File: src/rtl/mont_domain_converter.sv
// Montgomery domain converter for an (x,y) point pair over the ECC prime field.
// Each coordinate runs in its own bit-serial radix-2 Montgomery lane; the
// lanes share one control FSM and the B operand (R^2 mod P or 1).

// One coordinate: bit-serial MontMul(A,B) = A*B*R^-1 mod P, R = 2^WIDTH.
module mont_lane #(
    parameter int          WIDTH   = 32,
    parameter logic [WIDTH-1:0] MODULUS = 32'hFFFF_FFFB
) (
    input  logic             clk,
    input  logic             reset,
    input  logic             load,
    input  logic             step,
    input  logic             fin,
    input  logic [WIDTH-1:0] a_in,
    input  logic [WIDTH-1:0] b,
    output logic [WIDTH-1:0] res
);
    localparam logic [WIDTH+1:0] P_EXT = {2'b00, MODULUS};

    logic [WIDTH-1:0] a_q;
    logic [WIDTH+1:0] s_q, s_add, s_odd;
    logic [WIDTH-1:0] s_red;

    // One iteration: add B when the current A bit is set, make S even by
    // adding P, halve. S stays below 2P, so WIDTH+2 bits never overflow.
    always_comb begin
        s_add = s_q + (a_q[0] ? {2'b00, b} : '0);
        s_odd = s_add + (s_add[0] ? P_EXT : '0);
        // S < 2P here, so subtracting P on the low WIDTH bits is exact.
        s_red = (s_q >= P_EXT) ? (s_q[WIDTH-1:0] - MODULUS) : s_q[WIDTH-1:0];
    end

    // A is shifted right each step so bit 0 is always the current multiplier bit.
    always_ff @(posedge clk or negedge reset) begin
        if (!reset) begin
            a_q <= '0;
            s_q <= '0;
            res <= '0;
        end else begin
            if (load) begin
                a_q <= a_in;
                s_q <= '0;
            end else if (step) begin
                a_q <= a_q >> 1;
                s_q <= s_odd >> 1;
            end
            if (fin) res <= s_red;
        end
    end
endmodule

module mont_domain_converter #(
    parameter int               WIDTH   = 32,
    parameter logic [WIDTH-1:0] MODULUS = 32'hFFFF_FFFB,
    parameter logic [WIDTH-1:0] R2_MOD  = 32'd25
) (
    input  logic             clk,
    input  logic             reset,
    input  logic             start,
    input  logic             mode,
    input  logic [WIDTH-1:0] px_in,
    input  logic [WIDTH-1:0] py_in,
    output logic             busy,
    output logic             done,
    output logic [WIDTH-1:0] px_out,
    output logic [WIDTH-1:0] py_out
);
    localparam int NUM_LANES = 2;
    localparam int CNT_W     = $clog2(WIDTH);
    localparam logic [CNT_W-1:0] CNT_LAST = CNT_W'(WIDTH - 1);

    typedef enum logic [1:0] {IDLE, CALC, FINAL} state_t;

    state_t                              state, state_nxt;
    logic [CNT_W-1:0]                    cnt;
    logic [WIDTH-1:0]                    b_q;
    logic                                load, step, fin;
    logic [NUM_LANES-1:0][WIDTH-1:0]     a_in, res;

    assign a_in   = {py_in, px_in};
    assign px_out = res[0];
    assign py_out = res[1];
    assign busy   = (state != IDLE);

    // State register, iteration counter, shared B operand and done pulse.
    always_ff @(posedge clk or negedge reset) begin
        if (!reset) begin
            state <= IDLE;
            cnt   <= '0;
            b_q   <= '0;
            done  <= 1'b0;
        end else begin
            state <= state_nxt;
            done  <= fin;
            if (load) begin
                cnt <= '0;
                b_q <= mode ? WIDTH'(1) : R2_MOD;
            end else if (step) begin
                cnt <= cnt + CNT_W'(1);
            end
        end
    end

    // Next-state and lane strobes: start only counts in IDLE, no queuing.
    always_comb begin
        state_nxt = state;
        load      = 1'b0;
        step      = 1'b0;
        fin       = 1'b0;
        case (state)
            IDLE: begin
                if (start) begin
                    load      = 1'b1;
                    state_nxt = CALC;
                end
            end
            CALC: begin
                step = 1'b1;
                if (cnt == CNT_LAST) state_nxt = FINAL;
            end
            FINAL: begin
                fin       = 1'b1;
                state_nxt = IDLE;
            end
            default: state_nxt = IDLE;
        endcase
    end

    for (genvar i = 0; i < NUM_LANES; i++) begin : g_lane
        mont_lane #(.WIDTH(WIDTH), .MODULUS(MODULUS)) u_lane (
            .clk   (clk),
            .reset (reset),
            .load  (load),
            .step  (step),
            .fin   (fin),
            .a_in  (a_in[i]),
            .b     (b_q),
            .res   (res[i])
        );
    end
endmodule
File: config.mk
export PLATFORM = sky130hd
export DESIGN_NAME = mont_domain_converter
export DESIGN_NICKNAME = d
export VERILOG_FILES = /design/src/rtl/mont_domain_converter.sv
export SDC_FILE = /design/constraint.sdc
export NUM_CORES = 1
export LEC_CHECK = 0
export BUFFER_PORTS_ARGS = -buffer_cell sky130_fd_sc_hd__buf_4
export CORE_MARGIN = 8
export CORE_UTILIZATION = 40
export DETAILED_ROUTE_END_ITERATION = 10
export GPL_TIMING_DRIVEN = 0
export PLACE_DENSITY = 0.61
export SYNTH_ARGS = -nofsm -noshare
export SYNTH_HDL_FRONTEND = slang
export SYNTH_SLANG_ARGS = --single-unit
export TNS_END_PERCENT = 50
File: constraint.sdc
create_clock -name clk -period 9.35 [get_ports clk]
set_input_delay 2.805 -clock clk [delete_from_list [all_inputs] [get_ports clk]]
set_output_delay 2.805 -clock clk [all_outputs]
set_load 0.005 [all_outputs]
---- After elaboration in Yosys (flattened, before gate mapping) ----
Cells that the tools add are included.
storage, ports and cells
  bits in read-only memories .............. 0
  RAM bits ................................ 0
  bits in registers ....................... 236
  bits in latches ......................... 0
  output and inout bits ................... 66
  bits of input ports ..................... 68
  logic and storage cells ................. 52
  memories kept ........................... 0
cells by class
  reduce and logical (&&, ||, !) cells .... 4
  divide/modulo/power cells ............... 0
  $mul .................................... 0
  order comparisons ....................... 2
  shifts and indexed selects .............. 0
  bitwise gates (word level) .............. 0
  equality and inequality tests ........... 5
  mux-type cells .......................... 24
  add/subtract/negate cells ............... 7
operators by type and width
  kind                                                                  count
  two-way mux 32 bit                                                    10
  adder 34 bit                                                          4
  two-way mux 34 bit                                                    4
  greater-or-equal comparator 34 x 32 -> 1 bit (second input constant)  2
  subtractor 32 bit (second input constant)                             2
  two-way mux 5 bit                                                     3
  adder 5 x 1 -> 5 bit (second input constant)                          1
  equality test 5 bit (second input constant)                           1
  two-way mux 1 bit                                                     4
  two-way mux 2 bit                                                     2
  inequality test 2 bit (second input constant)                         2
  case mux 2 bit (2 select lines)                                       1
  nonzero test 2 bit                                                    2
  equality test 2 x 1 -> 1 bit (second input constant)                  1
  equality test 2 bit (second input constant)                           1
  logical NOT 2 bit                                                     1
  AND reduction 2 bit                                                   1

---- Depth between registers and ports, before layout ----
Gate-level depths: netlist of the first run.
  word-level depth ........................ 6
  depth in mapped cells ................... 22
  mapped depth without buffers ............ 21

---- Hierarchy ----
A second synthesis of the first run with hierarchy kept.
second synthesis, totals
  cells, all modules ...................... 1914
  area, all modules ....................... 16351.9 um2
modules (own cells, without submodules)
  module                        area an instance (um2)  seq. area each (um2)  times used  cells an instance
  mont_lane (g_lane[1].u_lane)  8021.4                  2427.3                1           952
  mont_lane (g_lane[0].u_lane)  7871.3                  2427.3                1           920
  mont_domain_converter         459.2                   250.2                 1           42

---- Worst setup path after synthesis of the first run ----
OpenSTA, ideal clock, no wires.
  kind .................................... register -> register
  start ................................... reg g_lane[1].u_lane.a_q[0]
  end ..................................... reg g_lane[1].u_lane.s_q[29]
  library setup time ...................... 0.122 ns
  data arrival time ....................... 4.301 ns
  slack ................................... 4.927 ns
  stages on the path, launching flop included .. 22
  required time ........................... 9.228 ns
  cell sequence ........................... dfrtp_1 > and2_1 > ha_1 > ha_1 > a32oi_1 > o22ai_1 > and2_1 > clkbuf_1 > inv_1 > nor2_1 > nand2_1 > xnor2_1 > ha_1 > a21oi_1 > a21boi_0 > a311oi_1 > a2bb2oi_1 > o311a_4 > o41ai_4 > o311a_1 > or3_1 > a32o_1
on the way
  word-level cells in the longest chain between the ends .. 6
ends and longest elaborated chain
  element                   line  text
  start: declaration        21    logic [WIDTH-1:0] a_q;
  start signal: assignment  42    a_q <= a_in;
  start signal: assignment  45    a_q <= a_q >> 1;
  two-way mux 32 bit *      28    s_add = s_q + (a_q[0] ? {2'b00, b} : '0);
  adder 34 bit *            28
  two-way mux 32 bit        29    s_odd = s_add + (s_add[0] ? P_EXT : '0);
  adder 34 bit *            29
  two-way mux 34 bit *      44    end else if (step) begin
  two-way mux 34 bit *      41    if (load) begin
  end signal: assignment    46    s_q <= s_odd >> 1;
  end: declaration          22    logic [WIDTH+1:0] s_q, s_add, s_odd;
Every way passes the cells marked *; elsewhere a longest branch is shown, timed or not. The select of a mux whose other input is x is not followed.
A chain may end at the register's enable or synchronous reset.

---- Worst setup path in the final report of the first run ----
Same ends and word-level chain as after synthesis.

==> results of run 1 <==
synthesized netlist by cell type, types with 4 or more instances:
cell,n
o31ai_1,4
nor2b_1,6
a22oi_1,65
a21o_1,37
dfrtp_1,204
nand2_1,338
a21oi_1,67
and2_1,12
nor2_1,89
nor4_1,5
o21bai_1,8
nand3_1,72
xor2_1,81
and3_1,14
xnor2_1,103
ha_1,70
a211oi_1,6
inv_1,20
nand2b_1,7
a31oi_1,8
or3_1,10
o21ai_0,156
o21a_1,6
nor3_1,23
nand4_1,27
buf_2,9
and4_1,11
clkbuf_1,90
o211ai_1,4
area by class of cell:
| class | count | share of cell area |
|---|---|---|
| flip-flops and latches | 204 | 0.321 |
| well taps | 448 | 0.0352 |
| clock inverters | 8 | 0.00747 |
| clock buffers | 34 | 0.0446 |
| repair buffers | 134 | 0.0650 |
| diodes | 1 | 0.000157 |
| inverters | 20 | 0.00472 |
| multi-input cells | 1288 | 0.497 |
| plain buffers | 103 | 0.0251 |
cells by family (layout without fill, tap and decap cells):
logic type | count (synthesis) | count (layout)
and+or+nand+nor | 624 | 624
AOI/OAI and AO/OA | 405 | 405
adders and majority gates | 70 | 70
xor gates and xnor gates | 185 | 185
muxes | 4 | 4
buffers and inverters | 123 | 299
DFF | 204 | 204
other | 0 | 1
metal layers:
metal	GRT usage	wire (um)	part of all wire
met1	0.265	17800	0.45
met4	0.0507	879	0.022
met5	0	0	0
met3	0.0323	2210	0.056
met2	0.330	18900	0.47
critical path: stages, from the launching register on:
cell and delay (ps):
dfrtp_1 570, and2_1 200, ha_1 190, ha_1 290, a32oi_1 140, o22ai_1 200
and2_1 140, clkbuf_1 250, inv_1 70, nor2_1 350, nand2_1 280, xnor2_1 190
ha_1 360, a21oi_1 210, a21boi_0 100, a311oi_1 360, a2bb2oi_1 300, o311a_4 280
o41ai_4 110, o311a_1 330, or3_1 320, a32o_1 240
registers in the layout, summed over array words and instances, names as in the netlist:
name,cells
b_q,2
g_lane.u_lane.res,64
state,2
done,1
g_lane.u_lane.a_q,64
g_lane.u_lane.s_q,66
cnt,5
through the flow:
stage	hold WS (ps)	area, um2	utilization	std cells	setup slack (ps)
2_1_floorplan	441	13500	-	1615	4930
3_3_place_gp	457	15000	0.451	2196	3870
3_5_place_dp	463	15100	0.452	2197	3820
4_1_cts	477	15900	0.477	2239	3790
5_1_grt	491	15900	0.477	2239	3400
6_report	474	15900	0.477	2240	3740
path summary, 6_finish.rpt:
check,from,endpoint
max,g_lane[1].u_lane.a_q[0]$_DFFE_PN0P_,g_lane[1].u_lane.s_q[29]$_DFFE_PN0P_
min,g_lane[0].u_lane.a_q[24]$_DFFE_PN0P_,g_lane[0].u_lane.a_q[24]$_DFFE_PN0P_
max reg2reg,g_lane[1].u_lane.a_q[0]$_DFFE_PN0P_,g_lane[1].u_lane.s_q[29]$_DFFE_PN0P_
min reg2reg,g_lane[0].u_lane.a_q[24]$_DFFE_PN0P_,g_lane[0].u_lane.a_q[24]$_DFFE_PN0P_
max in group asynchronous,reset,g_lane[1].u_lane.a_q[10]$_DFFE_PN0P_
min in group asynchronous,reset,g_lane[1].u_lane.res[3]$_DFFE_PN0P_
==> results_dict.tcl, run 1 <==
set metrics [dict create \
    status "finished clean" \
    clkLatencyLatePin_ps 530 \
    antenna_found_initial 1 \
    fin_crit_ps 5610 \
    drv_slew 0 \
    ys.flop_type "dfrtp_1" \
    grt_setup_unrepaired "no" \
    crit_type "reg -> reg" \
    wl_per_cell_um 17.8 \
    die-area_um2 39800 \
    yosys.area.top_type "dfrtp_1" \
    yosys-top-cells-area "dfrtp_1, nand2_1, xnor2_1" \
    via_per_inst 5.40 \
    multiInputGateArea_um2 7900 \
    core_area_um2 33400 \
    port_buffers 133 \
    hold_class "reg -> reg" \
    cts_inserted_buffers 25 \
    synth-seq-area-share 0.379 \
    post-route-period-util 0.600 \
    layout_common_cells "nand2_1, dfrtp_1, o21ai_0" \
    synth-xor-area-share 0.121 \
    cp.arrival_ps 6030 \
    rows 67 \
    track_usage 0.198 \
    hold_depth 2 \
    synth_top_area_share 0.379 \
    die_y_um 200 \
    cts-root-buf "clkbuf_16" \
    drt-pass1-iter-count 5 \
    cts_max_level 1 \
    start_util 0.404 \
    reg2reg_depth 21 \
    synthMuxAreaShare 0.00306 \
    drt_iter0_markers 843 \
    cp-end-kind "flip-flop" \
    vias 12100 \
    worst_pin_slew_ps 1330 \
    synth_edf_count 0 \
    final_common_cell "nand2_1" \
    cts.hold.buffers_added 0 \
    grt_max_degree 114 \
    fin_nets 1914 \
    grt_pass1_vias 11900 \
    cp-start-kind "flip-flop" \
    path_max_fanout 6 \
    fill_cells 3367 \
    setup_violations 0 \
    synth_adder_area_share 0.0650 \
    cts_tree "done" \
    syn_to_final_growth_pct 18.0 \
    drv_cap 0 \
    grt_pass1_wl_um 64100 \
    ys_types 71 \
    clock_path_buffers 3 \
    cts_setup_buffers 0 \
    cts.clk_slew.worst_paths_ps 60 \
    synth_compound_area_frac 0.193 \
    synthSimpleGateAreaFrac 0.205 \
    crit_required_ps 9770 \
    ys_ff_latch 204 \
    syn_nets 1753 \
    fin_tns_setup_ps 0 \
    synthCells 1615 \
    slew_headroom 0.116 \
    synth_area_per_cell_um2 8.35 \
    syn_area_um2 13500 \
    route.detailed.drc 0 \
    grt_overflow 0 \
    dp_hpwl_um 29900 \
    async_flop_share 1.00 \
    cts_num_sinks 204 \
    die_width_um 200 \
    drive_gt1_frac 0.109 \
    gp_congestion 0.920 \
    max_clock_freq_mhz 178 \
    ioPinCount 134 \
    fin_skew_ps 10.9 \
    ff2ff_setup_slack_ps 3740 \
    cts_resized 0 \
    drt-total-wl_um 39800 \
    finalHoldViolations 0 \
    ant_nets 0 \
    ff_latch_area_um2 5100 \
    synth_top_family_by_area "simple AND/OR/NAND/NOR gates" \
    yosysWarnings 0 \
]
Power of run 1 is not shown: default switching activity piles up to over one toggle a cycle in this logic, so the estimate is an artifact.
==> inputs of run 2 (changes only) <==
clock period = 5.4 ns   (was 9.35 ns; I/O delays follow)
==> results_dict.tcl, run 2 (synthesis results as in run 1) <==
set metrics [dict create \
    track_usage 0.198 \
    grt_pass1_vias 11900 \
    ff2ff_setup_slack_ps 310 \
    port_buffers 133 \
    fin_tns_setup_ps 0 \
    path_max_fanout 6 \
    final_common_cell "nand2_1" \
    fin_crit_ps 5090 \
    cts-root-buf "clkbuf_16" \
    cts_setup_buffers 0 \
    die_width_um 200 \
    crit_slowest_cell "dfrtp_2" \
    drv_slew 0 \
    cts_num_sinks 204 \
    clock_path_buffers 3 \
    fin_skew_ps 10.8 \
    gp_congestion 0.920 \
    cts_max_level 1 \
    route.detailed.drc 0 \
    finalHoldViolations 0 \
    drv_cap 0 \
    cp-end-kind "flip-flop" \
    syn_to_final_growth_pct 18.2 \
    worst_pin_slew_ps 1340 \
    max_clock_freq_mhz 197 \
    dpl.cell_count 2197 \
    drt-pass1-iter-count 7 \
    core_area_um2 33400 \
    holdWs_ps 474 \
    crit_required_ps 5820 \
    cp-start-kind "flip-flop" \
    top_regs "g_lane.u_lane.s_q: 66 flops, g_lane.u_lane.a_q: 64 flops, g_lane.u_lane.res: 64 flops" \
    top_register "g_lane.u_lane.s_q" \
    cts_inserted_buffers 25 \
    ioPinCount 134 \
    drt_iter0_markers 876 \
    cts_tree "done" \
    post-route-period-util 0.942 \
    fin_cells 2240 \
    fill_cells 3359 \
    largest_reg_flops 66 \
    grt_max_degree 114 \
    rows 67 \
    wl_per_cell_um 17.8 \
    via_per_inst 5.39 \
    ant_nets 0 \
    drive_gt1_frac 0.113 \
    antenna_found_initial 1 \
    dp_hpwl_um 29900 \
    grt_overflow 0 \
    cts.hold.buffers_added 0 \
    cts.clk_slew.worst_paths_ps 60 \
    grt_pass1_wl_um 64100 \
    die-area_um2 39800 \
    slowest_delay_ps 480 \
    start_util 0.404 \
    die_y_um 200 \
    cp.arrival_ps 5510 \
    vias 12100 \
    crit_type "reg -> reg" \
    drt-total-wl_um 39800 \
    fin_nets 1914 \
    final_core_util 0.477 \
    slew_headroom 0.105 \
    cp_cell_sequence "and2_1 > ha_1 > ha_2 > a32oi_1 > o22ai_1 > and2_1 > clkbuf_1 > inv_1 > nor2_4 > nand2_2 > xnor2_1 > ha_1 > a21oi_1 > a21boi_0 > a311oi_2 > a2bb2oi_1 > o311a_4 > o41ai_4 > o311a_1 > or3_1 > a32o_1" \
    status "finished clean" \
    setup_violations 0 \
    clkLatencyLatePin_ps 530 \
    layout_common_cells "nand2_1, dfrtp_1, o21ai_0" \
    hold_class "reg -> reg" \
]
run 2: layout make-up:
| type | count | area [um2] | share of cell area |
|---|---|---|---|
| diodes | 1 | 2.50 | 0.000157 |
| clock buffers | 34 | 709 | 0.0445 |
| flip-flops and latches | 204 | 5110 | 0.321 |
| clock inverters | 8 | 119 | 0.00746 |
| repair buffers | 134 | 1030 | 0.0649 |
| inverters | 20 | 75.1 | 0.00471 |
| multi-input cells | 1288 | 7920 | 0.497 |
| plain buffers | 103 | 399 | 0.0251 |
| well taps | 448 | 561 | 0.0352 |
run 2: worst paths after layout:
check / start / end / cells past startpoint
worst max-delay path: g_lane[1].u_lane.a_q[0]$_DFFE_PN0P_ / g_lane[1].u_lane.s_q[29]$_DFFE_PN0P_ / 21
worst min-delay path: g_lane[0].u_lane.a_q[24]$_DFFE_PN0P_ / g_lane[0].u_lane.a_q[24]$_DFFE_PN0P_ / 2
worst max register to register: g_lane[1].u_lane.a_q[0]$_DFFE_PN0P_ / g_lane[1].u_lane.s_q[29]$_DFFE_PN0P_ / 21
worst min register to register: g_lane[0].u_lane.a_q[24]$_DFFE_PN0P_ / g_lane[0].u_lane.a_q[24]$_DFFE_PN0P_ / 2
max in group asynchronous: reset / g_lane[1].u_lane.a_q[0]$_DFFE_PN0P_ / 2
min in group asynchronous: reset / g_lane[1].u_lane.res[3]$_DFFE_PN0P_ / 1
run 2: what timing repair did:
item	4_1_cts	5_1_grt
endpoints found under the setup margin	1	4
gates resized for setup	2	5
pin swaps	0	0
run 2: through the flow:
| step | area (um2) | setup slack (ps) |
|---|---|---|
| 2_1_floorplan | 13500 | 977 |
| 3_3_place_gp | 15000 | -70.2 |
| 3_5_place_dp | 15100 | -127 |
| 4_1_cts | 15900 | 82.3 |
| 5_1_grt | 15900 | -10.2 |
| 6_report | 15900 | 311 |
run 2: critical path, delay by kind of cell (launching register included):
| family | cells | cell delay [ps] |
|---|---|---|
| compound gates | 10 | 2210 |
| simple gates | 5 | 970 |
| xor+xnor | 1 | 160 |
| buf+inv | 2 | 370 |
| flops | 1 | 480 |
| fa+ha+maj | 3 | 780 |
run 2: routing by layer:
layer	global-route usage	share of wire	vias to the layer above
met5	0	0	-
met4	0.0507	0.024	0
met3	0.0323	0.055	59
met2	0.330	0.47	299
met1	0.265	0.45	5742
li1	-	-	5973
Power of run 2 is left out for the same reason.
